File: config.mk
export PLATFORM = sky130hd
export DESIGN_NAME = jtag_dtm
export DESIGN_NICKNAME = d
export VERILOG_FILES = /design/src/rtl/jtag_dtm.sv
export SDC_FILE = /design/constraint.sdc
export NUM_CORES = 1
export LEC_CHECK = 0
export ABC_AREA = 1
export ABC_CLOCK_PERIOD_IN_PS = 2900
export BUFFER_PORTS_ARGS = -buffer_cell sky130_fd_sc_hd__buf_2
export CORE_MARGIN = 2
export CORE_UTILIZATION = 50
export CTS_CLUSTER_SIZE = 8
export DETAILED_ROUTE_END_ITERATION = 7
export HOLD_SLACK_MARGIN = 0.06
export PLACE_DENSITY = 0.95
export SYNTH_ARGS = -nofsm -noshare
export SYNTH_HDL_FRONTEND = slang
export SYNTH_SLANG_ARGS = --single-unit
File: constraint.sdc
create_clock -name tck_i -period 2.9 [get_ports tck_i]
set_input_delay 0.58 -clock tck_i [delete_from_list [all_inputs] [get_ports tck_i]]
set_output_delay 0.58 -clock tck_i [all_outputs]
set_load 0.05 [all_outputs]
File: src/rtl/jtag_dtm.sv
// RISC-V style JTAG debug transport module: DTMCS/DMI data registers in the tck domain,
// bridged to a valid/ready DMI request/response pair driven by a three-state FSM.
module jtag_dtm #(
  parameter int          ABITS     = 7,
  parameter int          DR_WIDTH  = ABITS + 34,
  parameter logic [2:0]  IDLE_HINT = 3'd1
) (
  input  logic                tck_i,
  input  logic                trst_n_i,
  input  logic                cust_rg_addr_i,
  input  logic                cust_rg_val_i,
  input  logic [DR_WIDTH-1:0] cust_rg_dat_i,
  output logic [DR_WIDTH-1:0] cust_rg_dat_o,
  input  logic                cust_rg_dat_re_i,
  input  logic                cust_rg_dat_we_i,
  output logic                dmi_req_valid_o,
  input  logic                dmi_req_ready_i,
  output logic [ABITS-1:0]    dmi_req_addr_o,
  output logic [31:0]         dmi_req_data_o,
  output logic [1:0]          dmi_req_op_o,
  input  logic                dmi_rsp_valid_i,
  output logic                dmi_rsp_ready_o,
  input  logic [31:0]         dmi_rsp_data_i,
  input  logic [1:0]          dmi_rsp_op_i
);

  // Handshakes: a transfer happens on the rising tck edge where valid and ready are both 1;
  // valid never waits on ready and its payload is held stable until that edge.
  typedef enum logic [1:0] {IDLE = 2'd0, REQ = 2'd1, WAIT_RSP = 2'd2} state_e;

  state_e           state_q, state_d;
  logic [1:0]       dmistat_q, dmistat_d;
  logic [ABITS-1:0] last_addr_q, last_addr_d;
  logic [31:0]      last_data_q, last_data_d;
  logic [ABITS-1:0] req_addr_q, req_addr_d;
  logic [31:0]      req_data_q, req_data_d;
  logic [1:0]       req_op_q, req_op_d;

  logic             cap_dmi, wr_dmi, wr_dtmcs;
  logic [1:0]       dr_op, cap_op;
  logic [31:0]      dr_data;
  logic [ABITS-1:0] dr_addr;
  logic             unused_dat;

  assign cap_dmi  = cust_rg_val_i & cust_rg_dat_re_i & cust_rg_addr_i;
  assign wr_dmi   = cust_rg_val_i & cust_rg_dat_we_i & cust_rg_addr_i;
  assign wr_dtmcs = cust_rg_val_i & cust_rg_dat_we_i & ~cust_rg_addr_i;
  assign dr_op    = cust_rg_dat_i[1:0];
  assign dr_data  = cust_rg_dat_i[33:2];
  assign dr_addr  = cust_rg_dat_i[ABITS+33:34];
  assign unused_dat = ^cust_rg_dat_i;

  assign cap_op = (dmistat_q != 2'd0) ? dmistat_q :
                  (state_q != IDLE)   ? 2'd3 : 2'd0;

  always_comb begin
    cust_rg_dat_o = '0;
    if (cust_rg_addr_i) begin
      cust_rg_dat_o[ABITS+33:0] = {last_addr_q, last_data_q, cap_op};
    end else begin
      cust_rg_dat_o[14:0] = {IDLE_HINT, dmistat_q, 6'(ABITS), 4'd1};
    end
  end

  always_ff @(posedge tck_i or negedge trst_n_i) begin
    if (!trst_n_i) begin
      state_q     <= IDLE;
      dmistat_q   <= 2'd0;
      last_addr_q <= '0;
      last_data_q <= '0;
      req_addr_q  <= '0;
      req_data_q  <= '0;
      req_op_q    <= '0;
    end else begin
      state_q     <= state_d;
      dmistat_q   <= dmistat_d;
      last_addr_q <= last_addr_d;
      last_data_q <= last_data_d;
      req_addr_q  <= req_addr_d;
      req_data_q  <= req_data_d;
      req_op_q    <= req_op_d;
    end
  end

  // Later assignments take priority: handshakes, then capture-busy, then DR writes,
  // so a hard reset overrides a response arriving on the same edge.
  always_comb begin
    state_d     = state_q;
    dmistat_d   = dmistat_q;
    last_addr_d = last_addr_q;
    last_data_d = last_data_q;
    req_addr_d  = req_addr_q;
    req_data_d  = req_data_q;
    req_op_d    = req_op_q;

    case (state_q)
      REQ: if (dmi_req_ready_i) state_d = WAIT_RSP;
      WAIT_RSP: begin
        if (dmi_rsp_valid_i) begin
          state_d = IDLE;
          if (dmi_rsp_op_i == 2'd0) begin
            last_data_d = dmi_rsp_data_i;
          end else if (dmistat_q == 2'd0) begin
            dmistat_d = (dmi_rsp_op_i == 2'd3) ? 2'd3 : 2'd2;
          end
        end
      end
      default: ;
    endcase

    if (cap_dmi && state_q != IDLE && dmistat_q == 2'd0) dmistat_d = 2'd3;

    if (wr_dmi) begin
      if (state_q != IDLE) begin
        if (dmistat_q == 2'd0) dmistat_d = 2'd3;
      end else if (dmistat_q == 2'd0 && (dr_op == 2'd1 || dr_op == 2'd2)) begin
        state_d     = REQ;
        req_addr_d  = dr_addr;
        req_data_d  = dr_data;
        req_op_d    = dr_op;
        last_addr_d = dr_addr;
      end
    end

    if (wr_dtmcs) begin
      if (cust_rg_dat_i[17]) begin
        state_d     = IDLE;
        dmistat_d   = 2'd0;
        last_data_d = last_data_q;
      end else if (cust_rg_dat_i[16]) begin
        dmistat_d = 2'd0;
      end
    end
  end

  assign dmi_req_valid_o = (state_q == REQ);
  assign dmi_rsp_ready_o = (state_q == WAIT_RSP);
  assign dmi_req_addr_o  = req_addr_q;
  assign dmi_req_data_o  = req_data_q;
  assign dmi_req_op_o    = req_op_q;

endmodule
After elaboration in Yosys (flattened, before gate mapping)
Index checks and enable logic that the tools add are counted.
Operators by class
  equality and inequality tests: 6
  reduce and logical (&&, ||, !) cells: 9
  mux-type cells: 29
  bitwise gates (word level): 7
Operator list (number)
  two-way mux 32 bit: 5
  two-way mux 2 bit: 20
  two-way mux 26 bit: 1
  two-way mux 15 bit: 1
  equality test 2 bit (second input constant): 3
  AND 1 bit: 5
  equality test 2 x 1 -> 1 bit (second input constant): 2
  zero test 2 bit: 2
  case mux 2 bit (2 select lines): 1
  nonzero test 2 bit: 2
  logical AND 1 bit: 3
  AND reduction 3 bit: 1
  inequality test 2 bit (second input constant): 1
  inverter 1 bit: 2
  logical OR 1 bit: 1
  two-way mux 1 bit: 1
Storage, ports and cells
  output and inout port bits: 84
  bits in registers: 77

Logic depth before layout (Yosys ltp)
Gate-level depths: netlist (run 1).
  depth after elaboration: 13
  depth in mapped cells: 10
  gate-level depth less buffers: 8

Least setup slack after synthesis (run 1)
Ideal clock, no wire load.
  path type: input to output
  start point: input cust_rg_addr_i
  end point: output cust_rg_dat_o[10]
  required time: 2320 ps
  slack: 480 ps
  stages on the path: 2
  arrival: 1840 ps
  path buffers: 1
  path through: buf_2 -> o21ai_0
On the way
  word-level cells in the longest chain between the ends: 1
RTL lines
  start: declaration: line 10  | input logic cust_rg_addr_i,
  two-way mux 15 bit: line 58  | if (cust_rg_addr_i) begin
  end: declaration: line 13  | output logic [DR_WIDTH-1:0] cust_rg_dat_o,
No other way between the ends.

Worst setup path in the final report (run 1)
Ends and elaborated chain as after synthesis.

==> metrics, run 1 <==
Finished Layout Cells=697; FFs w/ async S/R, synth=100.0%; R2R depth=8; Most Frequent Cell on Critical Path=buf_2; Most used DFF post-synth=dfrtp_1; remaining antenna violation count after routing=0; metal2 WL=4.386 mm; antenna violations before repair=0; Final Net Count=699; DR vias=3,359; PD cells=1190 nW/um^2; post-CTS resize count=0; post-CTS setup buffer count=0; P&R area growth vs syn=30.78%; top sig layer=met4; total negative slack=0 ps; Synth Warn #=0; post-synth top area share=55.38%; slew at the pin with the worst max-slew slack=947.9 ps; critical path data required time=2320 ps; GPL Wtd Cong=0.7582; critical path arrival=1750 ps; skew final=10.87 ps; Clock Sinks=77; Via density=4.819; Max rail drop VDD=0.0007539 V; synthesized netlist net count=539; clk root buf=clkbuf_8; number of global-route vias before repair=3,080; PortBufs=166; Final Max Slew Viols=0; final hold violation count=0; critical path peak fanout=22; Synth Cell Area=3480 sq um; Rows=30; clock buffer count from CTS=9; Post-synth EDFFs=0; first-pass GRT wire length=13.76 mm; final setup violation count=0; slew margin rel.=36.80%; DIE WIDTH=87.42 microns; Syn Area/Cell=7.681 sq um; H-tree Lvls=3; unique cell type count in the Yosys netlist=19; routed wire length=8.678 mm; initial cell density of the core=51.50%; most area-hungry cell type in the Yosys netlist=dfrtp_1; core area=6756 sq um; wire per inst=12.45 microns; Congestion Overflow GR=0; critical path type=in2out; Ports=167; share of layout cells above drive strength 1=31.28%; Max clock buf depth=2; RSZ-0062 raised after global routing=false; antenna cells=0; HPWL Detailed=6.170 mm; CTS tree=yes; Lkg Pwr=0.003039 uW; status=completed; Clock Latency Late Sink=340 ps; #FFs+latches synth=77; worst-path cell chain=buf_2 > buf_4 > nand2_1 > o21ai_0 > buf_2; wire length on met3=536 microns; Worst-path clk slew=90 ps; Metal-1 WL=3.579 mm; # DRC=0; Max stage delay on crit path=320 ps; hold crit path type=in2async; largest net degree at the start of global routing=78; synth top area cells=dfrtp_1, nand2_1, nand3_1; Peak Freq=429.9 MHz; CP max stage cell=buf_2; DR iter-0 viols=165; dpl cells=682; Total GRT Usage=23.00%; CTS Hold Bufs=0; Cells after Synth=453; Worst setup SP type=primary input; Die Y=87.42 microns; Max-cap violations=0; post-synthesis sequential area ratio=55.38%; fin crit share=80.22%; Crit. End Element=primary output; Pre-antenna DRT Iters=4; Tmin final=2326 ps; Total Die Area=7642 sq um
==> synth_stat cells (2+ instances only) <==
| cell type | count |
|---|---|
| clkbuf_1 | 8 |
| o21ai_0 | 4 |
| or2_2 | 4 |
| o21ai_1 | 2 |
| inv_1 | 53 |
| dfrtp_1 | 77 |
| buf_2 | 9 |
| buf_4 | 3 |
| nor2_1 | 9 |
| nand3_1 | 40 |
| a21oi_1 | 2 |
| nand2_1 | 233 |
| ha_1 | 3 |
==> flip-flops by register name (all words and copies together) (netlist names) <==
| name | cells |
|---|---|
| dmistat_q | 2 |
| dmi_req_addr_o | 7 |
| dmi_req_op_o | 2 |
| last_data_q | 32 |
| state_q | 2 |
| dmi_req_data_o | 32 |
==> routing by layer <==
layer	up-vias	global-route usage, %
met1	1555	28.44
met5	-	0
met4	0	10.21
met2	122	38.50
li1	1667	-
met3	15	5.118
==> logic make-up after synthesis <==
kind of cell / Yosys count / synth area share (%)
AND/OR/NAND/NOR: 289 / 33.33
flip-flops: 77 / 55.38
buffers and inverters: 76 / 9.061
AO/OA/AOI/OAI: 8 / 1.151
adder cells (fa/ha/maj): 3 / 1.079
==> worst paths after layout <==
kind,startpoint,end,slack (ps)
max,cust_rg_addr_i,cust_rg_dat_o[10],570
min,trst_n_i,dmi_req_data_o[10]$_DFFE_PN0P_,390
max reg2reg,state_q[0]$_DFF_PN0_,dmi_req_data_o[27]$_DFFE_PN0P_,1220
min reg2reg,last_data_q[2]$_DFFE_PN0P_,last_data_q[2]$_DFFE_PN0P_,470
max in group asynchronous,trst_n_i,last_data_q[23]$_DFFE_PN0P_,1910
min in group tck_i,cust_rg_dat_i[10],dmi_req_data_o[8]$_DFFE_PN0P_,420
==> cells in the final DEF (no fill, tap or decap) <==
cell type	Yosys	layout
a21oi_1	2	2
buf_2	9	165
buf_4	3	6
bufinv_16	0	2
clkbuf_8	0	9
clkinv_2	0	1
clkinv_4	0	1
clkinvlp_4	0	2
dfrtp_1	77	77
ha_1	3	3
inv_1	53	53
inv_2	1	1
nand2_1	233	233
nand3_1	40	40
nand3b_1	1	1
nand4_2	1	1
nor2_1	9	9
nor2_2	1	1
o21ai_0	4	4
o21ai_1	2	2
or2_2	4	4
==> critical path: cells and delay by family <==
kind / cells / cell delay (ps)
and+or+nand+nor: 1 / 90
buffers and inverters: 3 / 950
AOI/OAI and AO/OA: 1 / 110
==> through the flow <==
| step | util (%) | area [sq um] | power [uW] | worst slack [ps] | hold slack (ps) |
|---|---|---|---|---|---|
| 3_3_place_gp | 64.20 | 4338 | 4493 | 638.8 | 445.4 |
| 3_5_place_dp | 64.20 | 4338 | 4569 | 568.5 | 458.6 |
| 6_report | 67.35 | 4551 | 5416 | 573.7 | 388.0 |
| 5_1_grt | 67.35 | 4551 | 5728 | 474.0 | 410.2 |
| 2_1_floorplan | - | 3480 | 3878 | 480.1 | 284.4 |
| 4_1_cts | 67.35 | 4551 | 5450 | 568.2 | 408.0 |
==> layout make-up <==
| cell class | instances | area [sq um] |
|---|---|---|
| Clock buffer | 9 | 123.9 |
| Clock inverter | 6 | 88.84 |
| Fill cell | 581 | 2206 |
| Inverter | 54 | 202.7 |
| Multi-Input combinational cell | 300 | 1237 |
| Sequential cell | 77 | 1927 |
| Tap cell | 80 | 100.1 |
| Timing Repair Buffer | 171 | 870.8 |
==> power breakdown <==
group	total [uW]	switching (uW)	internal, uW
sequential	1770	252	1520
clock	869	390	480
combinational	2770	2150	620
Note: power is estimated with default switching activity, not from simulation.
==> inputs of run 2 (changes only) <==
--- a/config.mk
+++ b/config.mk
@@ -6,14 +6,14 @@
 export NUM_CORES = 1
 export LEC_CHECK = 0
 export ABC_AREA = 1
-export ABC_CLOCK_PERIOD_IN_PS = 2900
+export ABC_CLOCK_PERIOD_IN_PS = 1900
 export BUFFER_PORTS_ARGS = -buffer_cell sky130_fd_sc_hd__buf_2
 export CORE_MARGIN = 2
-export CORE_UTILIZATION = 50
+export CORE_UTILIZATION = 42
 export CTS_CLUSTER_SIZE = 8
 export DETAILED_ROUTE_END_ITERATION = 7
 export HOLD_SLACK_MARGIN = 0.06
-export PLACE_DENSITY = 0.95
+export PLACE_DENSITY = 0.88
 export SYNTH_ARGS = -nofsm -noshare
 export SYNTH_HDL_FRONTEND = slang
 export SYNTH_SLANG_ARGS = --single-unit
==> constraint.sdc (replaced) <==
create_clock -name tck_i -period 1.9 [get_ports tck_i]
set_input_delay 0.38 -clock tck_i [delete_from_list [all_inputs] [get_ports tck_i]]
set_output_delay 0.38 -clock tck_i [all_outputs]
set_load 0.05 [all_outputs]
==> run 2 against run 1 <==
Critical path depth grew 3. Count of clock-buffer cells in the layout grew 3. Power grew 59%. Cell area grew 4.6%. Clock skew grew 1.2 ps. Register-to-register slack lost 890 ps. Sequential share of layout area shrank 1.8 points. Worst hold slack lost 150 ps. Non-clock buffer count grew 7. Critical path type is now reg2out. Global-route usage shrank 3.1 points. Flip-flop and latch count is the same. Die area grew 18%.
==> metrics, run 2 (synthesis gave the netlist of run 1 again) <==
status=completed; antenna cells=0 (unchanged); critical path type=reg2out; commonest non-fill, non-tap cell in the layout=nand2_1; Logic pwr share=50.3% (-0.9 points); hold-critical path depth=3; Clock Latency Late Sink=340 ps (about the same); DR iter-0 viols=131 (-21%); Max stage delay on crit path=380 ps (+60 ps); hold endpoint=dmi_req_data_o[12]$_DFFE_PN0P_; critical path depth in cells=8 (+3); Clk pwr share=18.2% (+2.1 points); routed wire length=8.789 mm (+1.3%); slew at the pin with the worst max-slew slack=487.6 ps (-460.3 ps); core area=8134 sq um (+20%); fin crit share=93.43%; clk root buf=clkbuf_8; P_int=4358 uW (+66%); PortBufs=166 (unchanged); cell area after layout=4758 sq um (+4.6%); largest net degree at the start of global routing=47 (-40%); Worst setup SP type=register; Tmin final=1775 ps; Max clock buf depth=2 (unchanged); initial cell density of the core=42.78% (-8.7 points); Sw Ratio=49.31% (-2.3 points); CP max stage cell=dfrtp_1; DR vias=3,385 (+0.77%); # DRC=0 (unchanged); Die Y=95.02 microns (+8.7%); worst r2r dst=last_data_q[28]$_DFFE_PN0P_; critical path peak fanout=3 (-86%); antenna violations before repair=0 (unchanged); Sw Pwr=4239 uW (+52%); final hold violation count=0 (unchanged); Max-cap violations=0 (unchanged); H-tree Lvls=3 (unchanged); Total Die Area=9029 sq um (+18%); Lkg Pwr=0.003120 uW (+2.7%); P&R area growth vs syn=36.75%; Crit. End Element=primary output; Ports=167 (unchanged); remaining antenna violation count after routing=0 (unchanged); slew margin rel.=67.49% (+31 points); Final Net Count=706 (+1.0%); wire per inst=12.04 microns (-3.3%); CP bufs+invs=4 (+1); Finished Layout Cells=730 (+4.7%); dpl cells=712 (+4.4%); skew final=12.11 ps (+1.238 ps); final setup violation count=0 (unchanged); Worst R2R Start=state_q[0]$_DFF_PN0_; placed standard-cell area=4462 sq um (+2.9%); PD cells=1807 nW/um^2 (+52%); Final Max Slew Viols=0 (unchanged); Clock Sinks=77 (unchanged); worst-path cell chain=inv_2 > ha_4 > inv_1 > nand2_2 > nand2_1 > nand2_1 > inv_1 > buf_6; Pre-antenna DRT Iters=6 (+2); GPL Wtd Cong=0.7671 (+1.2%); critical path data required time=1520 ps (-800 ps); Worst-path clk slew=80 ps (about the same); hold crit path type=in2reg; Max rail drop VDD=0.0009665 V (+28%); number of global-route vias before repair=3,048 (-1.0%); share of layout cells above drive strength 1=32.32% (+1.0 points); Rows=33 (+10%); first-pass GRT wire length=13.93 mm (+1.3%); R2R depth=8 (unchanged); clock buffer count from CTS=9 (unchanged); sequential share of power=31.6% (-1.1 points); commonest non-fill, non-tap cells in the layout=nand2_1, buf_2, dfrtp_1, inv_1, nand3_1; fill cell count=752 (+29%); Top delay family on crit path=flip-flops; R2R Setup Slk=330 ps (-890 ps); hold path start=cust_rg_dat_i[14]; Via density=4.637 (-3.8%); DIE WIDTH=95.02 microns (+8.7%); CTS tree=yes; Congestion Overflow GR=0 (unchanged); critical path arrival=1400 ps (-350 ps); Peak Freq=563.3 MHz; Total GRT Usage=19.93% (-3.1 points); HPWL Detailed=6.628 mm (+7.4%)
## run 2: power groups by stage
| stage | sequential (uW) | combinational, uW | clock [uW] |
|---|---|---|---|
| floorplan | 4250 | 1670 | 0 |
| global placement | 2690 | 4190 | 0 |
| detailed placement | 2730 | 4270 | 0 |
| CTS | 2710 | 4300 | 1610 |
| global route | 2800 | 4650 | 1700 |
| finish | 2710 | 4320 | 1560 |
## run 2: final cells by class
class / instances / area, sq um / share of cell area (%)
repair buffers: 178 / 984.7 / 20.69
clock buffers: 12 / 135.1 / 2.840
inverters: 54 / 202.7 / 4.260
multi-input cells: 300 / 1257 / 26.43
clock inverters: 4 / 120.1 / 2.524
flip-flops and latches: 77 / 1927 / 40.49
well taps: 105 / 131.4 / 2.761
## run 2: timing repair
| action | CTS | global route |
|---|---|---|
| hold buffers | 1 | 0 |
| buffers inserted | 0 | 1 |
| endpoints found under the setup margin | 2 | 2 |
| resized for setup | 4 | 4 |
| hold endpoints to repair | 37 | 0 |
## run 2: per-stage QoR
stage	util [%]	power [uW]	hold WS, ps	setup slack [ps]	TNS (ps)
4_1_cts	58.25	8622	217.5	13.58	0
3_3_place_gp	54.85	6881	366.0	266.6	0
3_5_place_dp	54.85	6999	380.1	248.7	0
5_1_grt	58.50	9146	208.2	-6.547	-6.547
2_1_floorplan	-	5920	84.41	-119.9	-239.7
6_report	58.50	8598	234.7	124.8	0
## run 2: metal layers
metal	GRT usage, %	part of all wire, %	vias up	wire (microns)
li1	-	-	1683	-
met1	26.23	43	1554	3753
met2	31.74	49	133	4267
met3	4.901	7.1	15	625
met4	8.092	1.6	0	142
met5	0	0	-	0
## run 2: worst max path at each step
stage                             end                 start
floorplan           cust_rg_dat_o[10]        cust_rg_addr_i
global placement     cust_rg_dat_o[4]        cust_rg_addr_i
detailed placement  cust_rg_dat_o[12]        cust_rg_addr_i
CTS                  cust_rg_dat_o[1]  state_q[0]$_DFF_PN0_
global route         cust_rg_dat_o[1]  state_q[0]$_DFF_PN0_
finish               cust_rg_dat_o[1]  state_q[0]$_DFF_PN0_
## run 2: worst reg2reg max path: stages, from the launching register on
cell and delay (ps):
dfrtp_1 400, inv_2 90, ha_1 180, nand2_1 110, nor2_2 240, nand2_1 130, buf_12 180, nand2_1 80
nand2_1 50
